## src/rtl/filter_frame_ctrl.sv

```systemverilog
// Frame sequencer: streams a source frame through the external filter bank
// into the destination frame buffer, one pixel per granted cycle.
module filter_frame_ctrl #(
    parameter int H_RES  = 320,
    parameter int V_RES  = 240,
    parameter int ADDR_W = 17,
    parameter int PIX_W  = 12
) (
    input  logic              clk,
    input  logic              rst_n,
    input  logic              start,
    input  logic [1:0]        mode,
    input  logic              src_gnt,
    output logic              rd_en,
    output logic [ADDR_W-1:0] rd_addr,
    input  logic [PIX_W-1:0]  rd_data,
    output logic [1:0]        flt_sel,
    output logic [PIX_W-1:0]  flt_pix_in,
    input  logic [PIX_W-1:0]  flt_pix_out,
    output logic              wr_en,
    output logic [ADDR_W-1:0] wr_addr,
    output logic [PIX_W-1:0]  wr_data,
    output logic              busy,
    output logic              done,
    output logic [ADDR_W-1:0] pix_cnt
);

    localparam logic [ADDR_W-1:0] LAST = ADDR_W'(H_RES * V_RES - 1);

    typedef enum logic [1:0] {
        S_IDLE,
        S_RUN,
        S_DRAIN
    } state_t;

    state_t r_state;
    state_t w_next;

    logic [ADDR_W-1:0] r_rd_cnt;
    logic [ADDR_W-1:0] r_addr1;
    logic [ADDR_W-1:0] r_addr2;
    logic [ADDR_W-1:0] r_wr_addr;
    logic [ADDR_W-1:0] r_pix_cnt;
    logic              r_valid1;
    logic              r_valid2;
    logic              r_wr_en;
    logic [1:0]        r_flt_sel;
    logic [PIX_W-1:0]  r_pix_in;
    logic [PIX_W-1:0]  r_wr_data;

    logic w_start_ok;
    logic w_rd_en;
    logic w_last_rd;
    logic w_pipe_empty;
    logic w_busy;
    logic w_done;

    assign w_start_ok   = (r_state == S_IDLE) && start;
    assign w_last_rd    = w_rd_en && (r_rd_cnt == LAST);
    assign w_pipe_empty = !r_valid1 && !r_valid2 && !r_wr_en;

    always_ff @(posedge clk or negedge rst_n) begin
        if (!rst_n) begin
            r_state <= S_IDLE;
        end else begin
            r_state <= w_next;
        end
    end

    always_comb begin
        w_next = r_state;
        unique case (r_state)
            S_IDLE: begin
                if (start) w_next = S_RUN;
            end
            S_RUN: begin
                if (w_last_rd) w_next = S_DRAIN;
            end
            S_DRAIN: begin
                if (w_pipe_empty) w_next = S_IDLE;
            end
            default: w_next = S_IDLE;
        endcase
    end

    // done fires once the last write has left stage 3; busy drops with it
    always_comb begin
        w_rd_en = 1'b0;
        w_busy  = 1'b0;
        w_done  = 1'b0;
        unique case (r_state)
            S_IDLE: begin
                w_busy = 1'b0;
            end
            S_RUN: begin
                w_rd_en = src_gnt;
                w_busy  = 1'b1;
            end
            S_DRAIN: begin
                w_busy = !w_pipe_empty;
                w_done = w_pipe_empty;
            end
            default: begin
                w_busy = 1'b0;
            end
        endcase
    end

    always_ff @(posedge clk or negedge rst_n) begin
        if (!rst_n) begin
            r_rd_cnt  <= '0;
            r_flt_sel <= '0;
            r_pix_cnt <= '0;
        end else if (w_start_ok) begin
            r_rd_cnt  <= '0;
            r_flt_sel <= mode;
            r_pix_cnt <= '0;
        end else begin
            if (w_rd_en) r_rd_cnt <= r_rd_cnt + 1'b1;
            if (r_wr_en) r_pix_cnt <= r_pix_cnt + 1'b1;
        end
    end

    // three-stage read -> filter -> write pipeline, never stalled
    always_ff @(posedge clk or negedge rst_n) begin
        if (!rst_n) begin
            r_valid1  <= 1'b0;
            r_addr1   <= '0;
            r_valid2  <= 1'b0;
            r_addr2   <= '0;
            r_pix_in  <= '0;
            r_wr_en   <= 1'b0;
            r_wr_addr <= '0;
            r_wr_data <= '0;
        end else begin
            r_valid1 <= w_rd_en;
            r_addr1  <= r_rd_cnt;
            r_valid2 <= r_valid1;
            if (r_valid1) begin
                r_pix_in <= rd_data;
                r_addr2  <= r_addr1;
            end
            r_wr_en   <= r_valid2;
            r_wr_addr <= r_addr2;
            r_wr_data <= flt_pix_out;
        end
    end

    assign rd_en      = w_rd_en;
    assign rd_addr    = r_rd_cnt;
    assign flt_sel    = r_flt_sel;
    assign flt_pix_in = r_pix_in;
    assign wr_en      = r_wr_en;
    assign wr_addr    = r_wr_addr;
    assign wr_data    = r_wr_data;
    assign busy       = w_busy;
    assign done       = w_done;
    assign pix_cnt    = r_pix_cnt;

endmodule

```

## config.mk

```make
export PLATFORM = sky130hd
export DESIGN_NAME = filter_frame_ctrl
export DESIGN_NICKNAME = d
export VERILOG_FILES = /design/src/rtl/filter_frame_ctrl.sv
export SDC_FILE = /design/constraint.sdc
export NUM_CORES = 1
export LEC_CHECK = 0
export ABC_CLOCK_PERIOD_IN_PS = 2740
export BUFFER_PORTS_ARGS = -buffer_cell sky130_fd_sc_hd__buf_4
export CORE_AREA = 3 3 103 105
export CTS_BUF_LIST = sky130_fd_sc_hd__clkbuf_4 sky130_fd_sc_hd__clkbuf_8
export CTS_CLUSTER_SIZE = 24
export DETAILED_ROUTE_END_ITERATION = 8
export DIE_AREA = 0 0 106 108
export PLACE_DENSITY = 0.69
export SYNTH_ARGS = -nofsm -noshare
export SYNTH_HDL_FRONTEND = slang
export SYNTH_SLANG_ARGS = --single-unit
```

## constraint.sdc

```tcl
create_clock -name clk -period 2.74 [get_ports clk]
set_clock_uncertainty 0.1 [all_clocks]
set_input_delay 0.137 -clock clk [delete_from_list [all_inputs] [get_ports clk]]
set_output_delay 0.137 -clock clk [all_outputs]
set_load 0.005 [all_outputs]
```

# Word-level counts from Yosys, hierarchy flattened
# Index checks and enable logic that the tools add are counted.
[classes] n_addsub=2 multipliers=0 div_mod_pow=0 n_lt_le_gt_ge=0 n_eq_ne=6 shifts=0 muxes=11 bitwise_logic=0 n_reduce_logical=12
[op_table] operator="$mux 17" n=4
[op_table] operator="$add 17x1->17 const B" n=2
[op_table] operator="$eq 17x17->1 const B" n=1
[op_table] operator="$mux 2" n=3
[op_table] operator="$ne 2x2->1 const B" n=3
[op_table] operator="$pmux 2 s3" n=1
[op_table] operator="$logic_and 1x1->1" n=4
[op_table] operator="$logic_not 1->1" n=4
[op_table] operator="$reduce_bool 2->1" n=2
[op_table] operator="$reduce_and 3->1" n=1
[op_table] operator="$eq 2x1->1 const B" n=1
[op_table] operator="$eq 2x2->1 const B" n=1
[op_table] operator="$logic_not 2->1" n=1
[op_table] operator="$mux 1" n=2
[op_table] operator="$pmux 1 s2" n=1
[word_totals] regBits=116 latchBits=0 ram_bits=0 mem_bits_ro=0 word_cells=43 memories=0

# Depth between registers and ports, before layout
# Gate-level depths: netlist (run 1).
[logic_depth] ltp_word=5 depth_mapped=7 ltp_nobuf=6

# Least setup slack after synthesis (run 1)
# No wires, ideal clock.
[synth_path] path_type="reg2reg" from="register r_state[1]" to="register r_rd_cnt[14], in the netlist rd_addr[14]" setup_ns=0.078 arrival_ns=1.810 slack_ns=0.751 path_stages_with_launch=7 period_less_slack_ns=1.989 cell_sequence="dfrtp_1 > inv_1 > ha_1 > nand3_2 > or4_4 > or3_1 > a21oi_1"
[synth_via] elab_chain_cells=3
[synth_rtl] item="start: declaration" line_no="36" text="state_t r_state;"
[synth_rtl] item="start signal: assignment" line_no="66" text="r_state <= w_next;"
[synth_rtl] item="$eq 2x1->1 / $logic_not 2->1 (equally long branches)" line_no="91, 58"
[synth_rtl] item="$mux 1 / $logic_and 1x1->1 (equally long branches)" line_no="91, 58"
[synth_rtl] item="$reduce_bool 2->1 (no line) / $mux 17 (equally long branches)"
[synth_rtl] item="end signal: assignment" line_no="119" text="if (w_rd_en) r_rd_cnt <= r_rd_cnt + 1'b1;"
[synth_rtl] item="end: declaration" line_no="39" text="logic [ADDR_W-1:0] r_rd_cnt;"
# Parallel ways exist; a longest one is shown, timed or not.
# A chain may end at the register's enable or synchronous reset.

# Worst setup path in the final report (run 1)
[layout_path] from="register r_state[1]" to="register r_state[1]"
[layout_via] elab_chain_cells=5
[layout_rtl] item="$eq 2x1->1" line_no="72, 91"
[layout_rtl] item="$mux 1" line_no="91" text="unique case (r_state)"
[layout_rtl] item="$logic_and 1x1->1" line_no="59" text="assign w_last_rd = w_rd_en && (r_rd_cnt == LAST);"
[layout_rtl] item="$ne 2x2->1 (no line)"
[layout_rtl] item="$reduce_and 3->1 (no line)"
# Parallel ways exist; a longest one is shown, timed or not.

==> impl_metrics.tcl, run 1 <==
set metrics [dict create \
    fmax_mhz 450 \
    grt_overflow 0 \
    cp.required_ns 2.93 \
    setup_violations 0 \
    cts_resized 0 \
    pre_cts_slack_ns 0.549 \
    fin_crit_ns 2.22 \
    avgSynthCellArea_um2 13.1 \
    port_buffers 110 \
    htreeDepth 4 \
    period_share_pct 81.1 \
    ant_nets 0 \
    fin_nets 521 \
    synthFlopType "dfrtp_1" \
    dieArea_um2 11400 \
    reg2reg_depth 6 \
    grt_pass1_wl_um 14900 \
    hold_viol_final 0 \
    start_kind "flop" \
    finalSetupTns_ns 0 \
    yosysSeqAreaShare_pct 66.6 \
    drc_errors 0 \
    slew_violations 0 \
    cp_max_fo 13 \
    drive_gt1_share_pct 36.8 \
    status "complete, no violations" \
    clockBufferDepth 2 \
    netlist_area_um2 4360 \
    hp-class "in2reg" \
    wl_um 8750 \
    place_congestion 0.778 \
    die_h_um 108 \
    n_antenna_cell 0 \
    drt_iter0_markers 89 \
    grt_max_degree 117 \
    first_pass_iters 4 \
    cts-root-buf "clkbuf_8" \
    synth_edf_count 0 \
    routedWlPerCell_um 13.9 \
    cp.arrival_ns 2.41 \
    p_leak_uw 0.00295 \
    async_reset_ff_share_pct 100 \
    cts_tree "done" \
    irDropWorstVdd_uv 440 \
    cp-end-kind "flop" \
    clkLatencyLatePin_ns 0.42 \
    cts_buffers 17 \
    area_delta_synth_final_pct 38.3 \
    path_clk_slew_ns 0.07 \
    fp.dieW_um 106 \
    maxCapViolations 0 \
    grt_pass1_vias 3091 \
    crit_type "reg2reg" \
    syn_inst 332 \
    tightest_slew_ns 0.903 \
    io-pin-count 111 \
    track_usage_pct 16.4 \
    post-cts-setup-buffer-count 0 \
    synth-seq-cells 116 \
    ctsHoldBuffers 28 \
    yosysUniqueCellTypes 38 \
    dr_total_vias 3054 \
    synth-warning-count 0 \
    antenna_found_initial 0 \
    cts.sinks 116 \
    initial_core_util_pct 44.8 \
    p_per_area_nw_per_um2 735 \
    rsz0062_at_grt "no" \
    max_slew_margin_pct 39.8 \
    fin_ws_ns 0.517 \
    synth_nets 369 \
    fill_cells 797 \
    hold_path_depth 4 \
    core_area_um2 9730 \
    rows 36 \
    hpwlAfterDp_um 5690 \
    avgViaCountPerCell 4.85 \
]
-- cells in the mapped netlist, drive strengths merged (5+ instances only) --
cell type | instances | area [um2]
a21oi | 10 | 50.1
and2 | 6 | 37.5
clkbuf | 5 | 18.8
dfrtp | 116 | 2900
ha | 7 | 87.6
inv | 8 | 30.0
mux2 | 29 | 327
nand2 | 26 | 97.6
nand3 | 9 | 50.1
nand4 | 12 | 90.1
nor2 | 26 | 97.6
nor4 | 5 | 31.3
o21ai | 12 | 60.1
or3 | 9 | 61.3
xnor2 | 11 | 96.3
xor2 | 8 | 70.1
-- layer usage --
metal,wire [um],GRT usage [%],up-vias
li1,-,-,1468
met5,0,0,-
met3,530,5.55,6
met2,4240,26.1,93
met1,3890,21.2,1487
met4,92,5.64,0
-- state kept, by name, summed over array words and instances, names as in the netlist --
register,cells
pix_cnt,17
r_addr1,17
r_addr2,17
rd_addr,17
wr_addr,17
flt_pix_in,12
wr_data,12
flt_sel,2
r_state,2
r_valid1,1
r_valid2,1
wr_en,1
-- cell usage in the layout, fill, tap and decap left out, types with 2 or more instances in the layout --
cell type,n
a21oi_1,10
a31oi_1,2
a41o_1,2
and2_1,6
and4_1,4
buf_4,113
bufinv_16,2
clkbuf_8,17
clkinv_2,4
clkinv_4,3
clkinvlp_4,3
dfrtp_1,116
dlygate4sd3_1,28
ha_1,7
inv_1,8
inv_6,3
mux2_2,29
nand2_1,26
nand3_1,8
nand4_1,11
nor2_1,26
nor3_1,4
nor4_1,5
o21ai_0,12
o31ai_1,3
or3_1,8
or4_1,3
xnor2_1,11
xor2_1,8
-- report_power, final --
part	switching, uW	leakage [uW]	internal (uW)
combinational	385	0.00120	472
clock	709	0.000193	812
sequential	138	0.00155	1910
total	1230	0.00295	3190
-- kinds of logic (layout without fill, tap and decap cells) --
group	after synthesis	count (layout)	synth area share (%)
AOI/OAI and AO/OA	33	33	4.54
buffers and inverters	17	182	1.49
adders and majority gates	7	7	2.01
muxes	30	30	7.73
DFF	116	116	66.6
and+or+nand+nor	110	110	13.8
xor gates and xnor gates	19	19	3.82
-- path summary, 6_finish.rpt --
kind	from	end	slack, ns
min	start	flt_sel[0]	0.07
max reg2reg	r_state[1]	r_state[1]	0.52
min in group asynchronous	rst_n	wr_data[0]	0.25
min reg2reg	r_addr2[2]	wr_addr[2]	0.27
max	r_state[1]	r_state[1]	0.52
max in group asynchronous	rst_n	r_addr2[0]	1.85
-- worst max-delay path, stage by stage, from the launching register on --
cell	delay [ns]
dfrtp_1	0.40
inv_1	0.14
ha_1	0.20
nand3_2	0.21
or4_4	0.60
nor4b_2	0.30
o21ai_0	0.14
-- stage by stage --
step | utilization [%] | instances | cell area (um2) | hold slack [ns] | total power [uW]
floorplan | - | 332 | 4360 | -0.259 | 2460
detailed placement | 55.0 | 570 | 5360 | 0.148 | 2920
global route | 61.9 | 630 | 6020 | 0.127 | 4670
CTS | 61.9 | 630 | 6020 | 0.0639 | 4490
global placement | 55.0 | 570 | 5360 | 0.146 | 2880
finish | 61.9 | 630 | 6020 | 0.0736 | 4430
-- final cells by class --
type	count	area [um2]	share of cell area, %
timing repair buffer	142	1150	19.1
inverter	8	30.0	0.498
sequential	116	2900	48.2
clock buffer	17	234	3.88
multi-input combinational	199	1390	23.0
clock inverter	15	155	2.58
tap	133	166	2.76
No activity file was read; power rests on OpenSTA's default activity.
==> inputs of run 2 (changes only) <==
ABC_CLOCK_PERIOD_IN_PS = 2300   (was 2740)
clock period = 2.3 ns   (was 2.74 ns; I/O delays follow)
==> impl_metrics.tcl, run 2 (synthesized netlist as in run 1, its figures left out) <==
set metrics [dict create \
    status "complete, no violations" \
    hold_slack_ns 0.0734 \
    fin_crit_ns 2.07 \
    ant_nets 0 \
    port_buffers 110 \
    grt_pass1_wl_um 15000 \
    io-pin-count 111 \
    n_antenna_cell 0 \
    first_pass_iters 4 \
    rsz0062_at_grt "no" \
    wl_um 8890 \
    irDropWorstVdd_uv 515 \
    cp-end-kind "flop" \
    core_area_um2 9730 \
    rows 36 \
    clockBufferDepth 2 \
    clkLatencyLatePin_ns 0.42 \
    final_cell_mix "dfrtp_1 (116), buf_4 (116), mux2_2 (29)" \
    power_uw 5200 \
    area_delta_synth_final_pct 38.5 \
    cts_tree "done" \
    cts-root-buf "clkbuf_8" \
    hp-class "in2async" \
    cp_max_fo 5 \
    place_congestion 0.775 \
    initial_core_util_pct 44.8 \
    p_leak_uw 0.00295 \
    tightest_slew_ns 0.684 \
    path_clk_slew_ns 0.07 \
    max_slew_margin_pct 54.4 \
    maxCapViolations 0 \
    period_share_pct 90.0 \
    htreeDepth 4 \
    fp.dieW_um 106 \
    grt_overflow 0 \
    dieArea_um2 11400 \
    fin_nets 524 \
    crit_start "r_state[1]" \
    multi_input_area_um2 1390 \
    setup_violations 0 \
    cts.sinks 116 \
    p_per_area_nw_per_um2 861 \
    endpoint "r_state[1]" \
    crit_type "reg2reg" \
    fill_cells 827 \
    fmax_mhz 483 \
    cp.arrival_ns 2.26 \
    reg2reg_depth 6 \
    hold_viol_final 0 \
    avgViaCountPerCell 4.92 \
    grt_pass1_vias 3115 \
    die_h_um 108 \
    dr_total_vias 3112 \
    fin_util_pct 62.0 \
    seqCellArea_um2 2900 \
    track_usage_pct 16.6 \
    hpwlAfterDp_um 5920 \
    cp.required_ns 2.49 \
    r2r_end "r_state[1]" \
    drc_errors 0 \
    placed_cell_area_um2 5380 \
    drive_gt1_share_pct 37.2 \
    r2r-start "r_state[1]" \
    regToRegSetupSlack_ns 0.23 \
    antenna_found_initial 0 \
    final_area_um2 6030 \
    start_kind "flop" \
    slew_violations 0 \
    drt_iter0_markers 114 \
    routedWlPerCell_um 14.0 \
    grt_max_degree 59 \
    cts_buffers 17 \
    finalSetupTns_ns 0 \
]
[run 2: changes by cell type in the layout (fill, tap and decap cells not counted), sizes merged]
cell      previous run  this run
buf                114       117
bufinv               2         1
clkbuf              17        18
clkinv               7         6
clkinvlp             3         4
[run 2: what timing repair did]
| item | 4_1_cts | 5_1_grt |
|---|---|---|
| resized for setup | 0 | 0 |
| endpoints found under the hold margin | 144 | 0 |
| setup buffers | 0 | 0 |
| hold buffers | 28 | 0 |
[run 2: power breakdown]
group	internal (uW)	total (uW)	switching [uW]
logic	563	1030	462
registers	2280	2440	160
clock network	889	1730	846
total	3730	5200	1470
[run 2: metrics by stage]
stage          setup slack [ns]  instances
2_1_floorplan             0.311        332
3_3_place_gp              0.320        573
3_5_place_dp              0.244        573
4_1_cts                   0.232        633
5_1_grt                  0.0829        633
6_report                  0.231        633
[run 2: layout make-up]
type / count / area share [%]
clock inverter: 14 / 2.12
clock buffer: 18 / 4.11
timing repair buffer: 145 / 19.4
multi-input combinational: 199 / 23.0
sequential: 116 / 48.1
inverter: 8 / 0.498
tap: 133 / 2.76
[run 2: worst min path at each step]
stage	from	endpoint	depth (start not counted)
finish	rst_n	pix_cnt[2]	2
floorplan	rst_n	flt_pix_in[0]	0
detailed placement	rst_n	wr_data[1]	1
global placement	rst_n	wr_data[0]	1
global route	rst_n	wr_data[7]	2
CTS	rst_n	wr_data[0]	2
[run 2: metal layers]
metal  share of wire (%)  global-route usage, %  vias to the layer above
met2                  49                   26.8                       88
met5                   0                      0                        -
li1                    -                      -                     1478
met1                  43                   20.8                     1533
met4                 1.7                   7.22                        0
met3                 5.6                   5.25                       13
[run 2: critical path: stages, from the launching register on]
cell	delay (ns)
dfrtp_1	0.41
inv_1	0.14
ha_1	0.19
nand3_2	0.11
or4_4	0.55
nor4b_2	0.31
o21ai_0	0.14
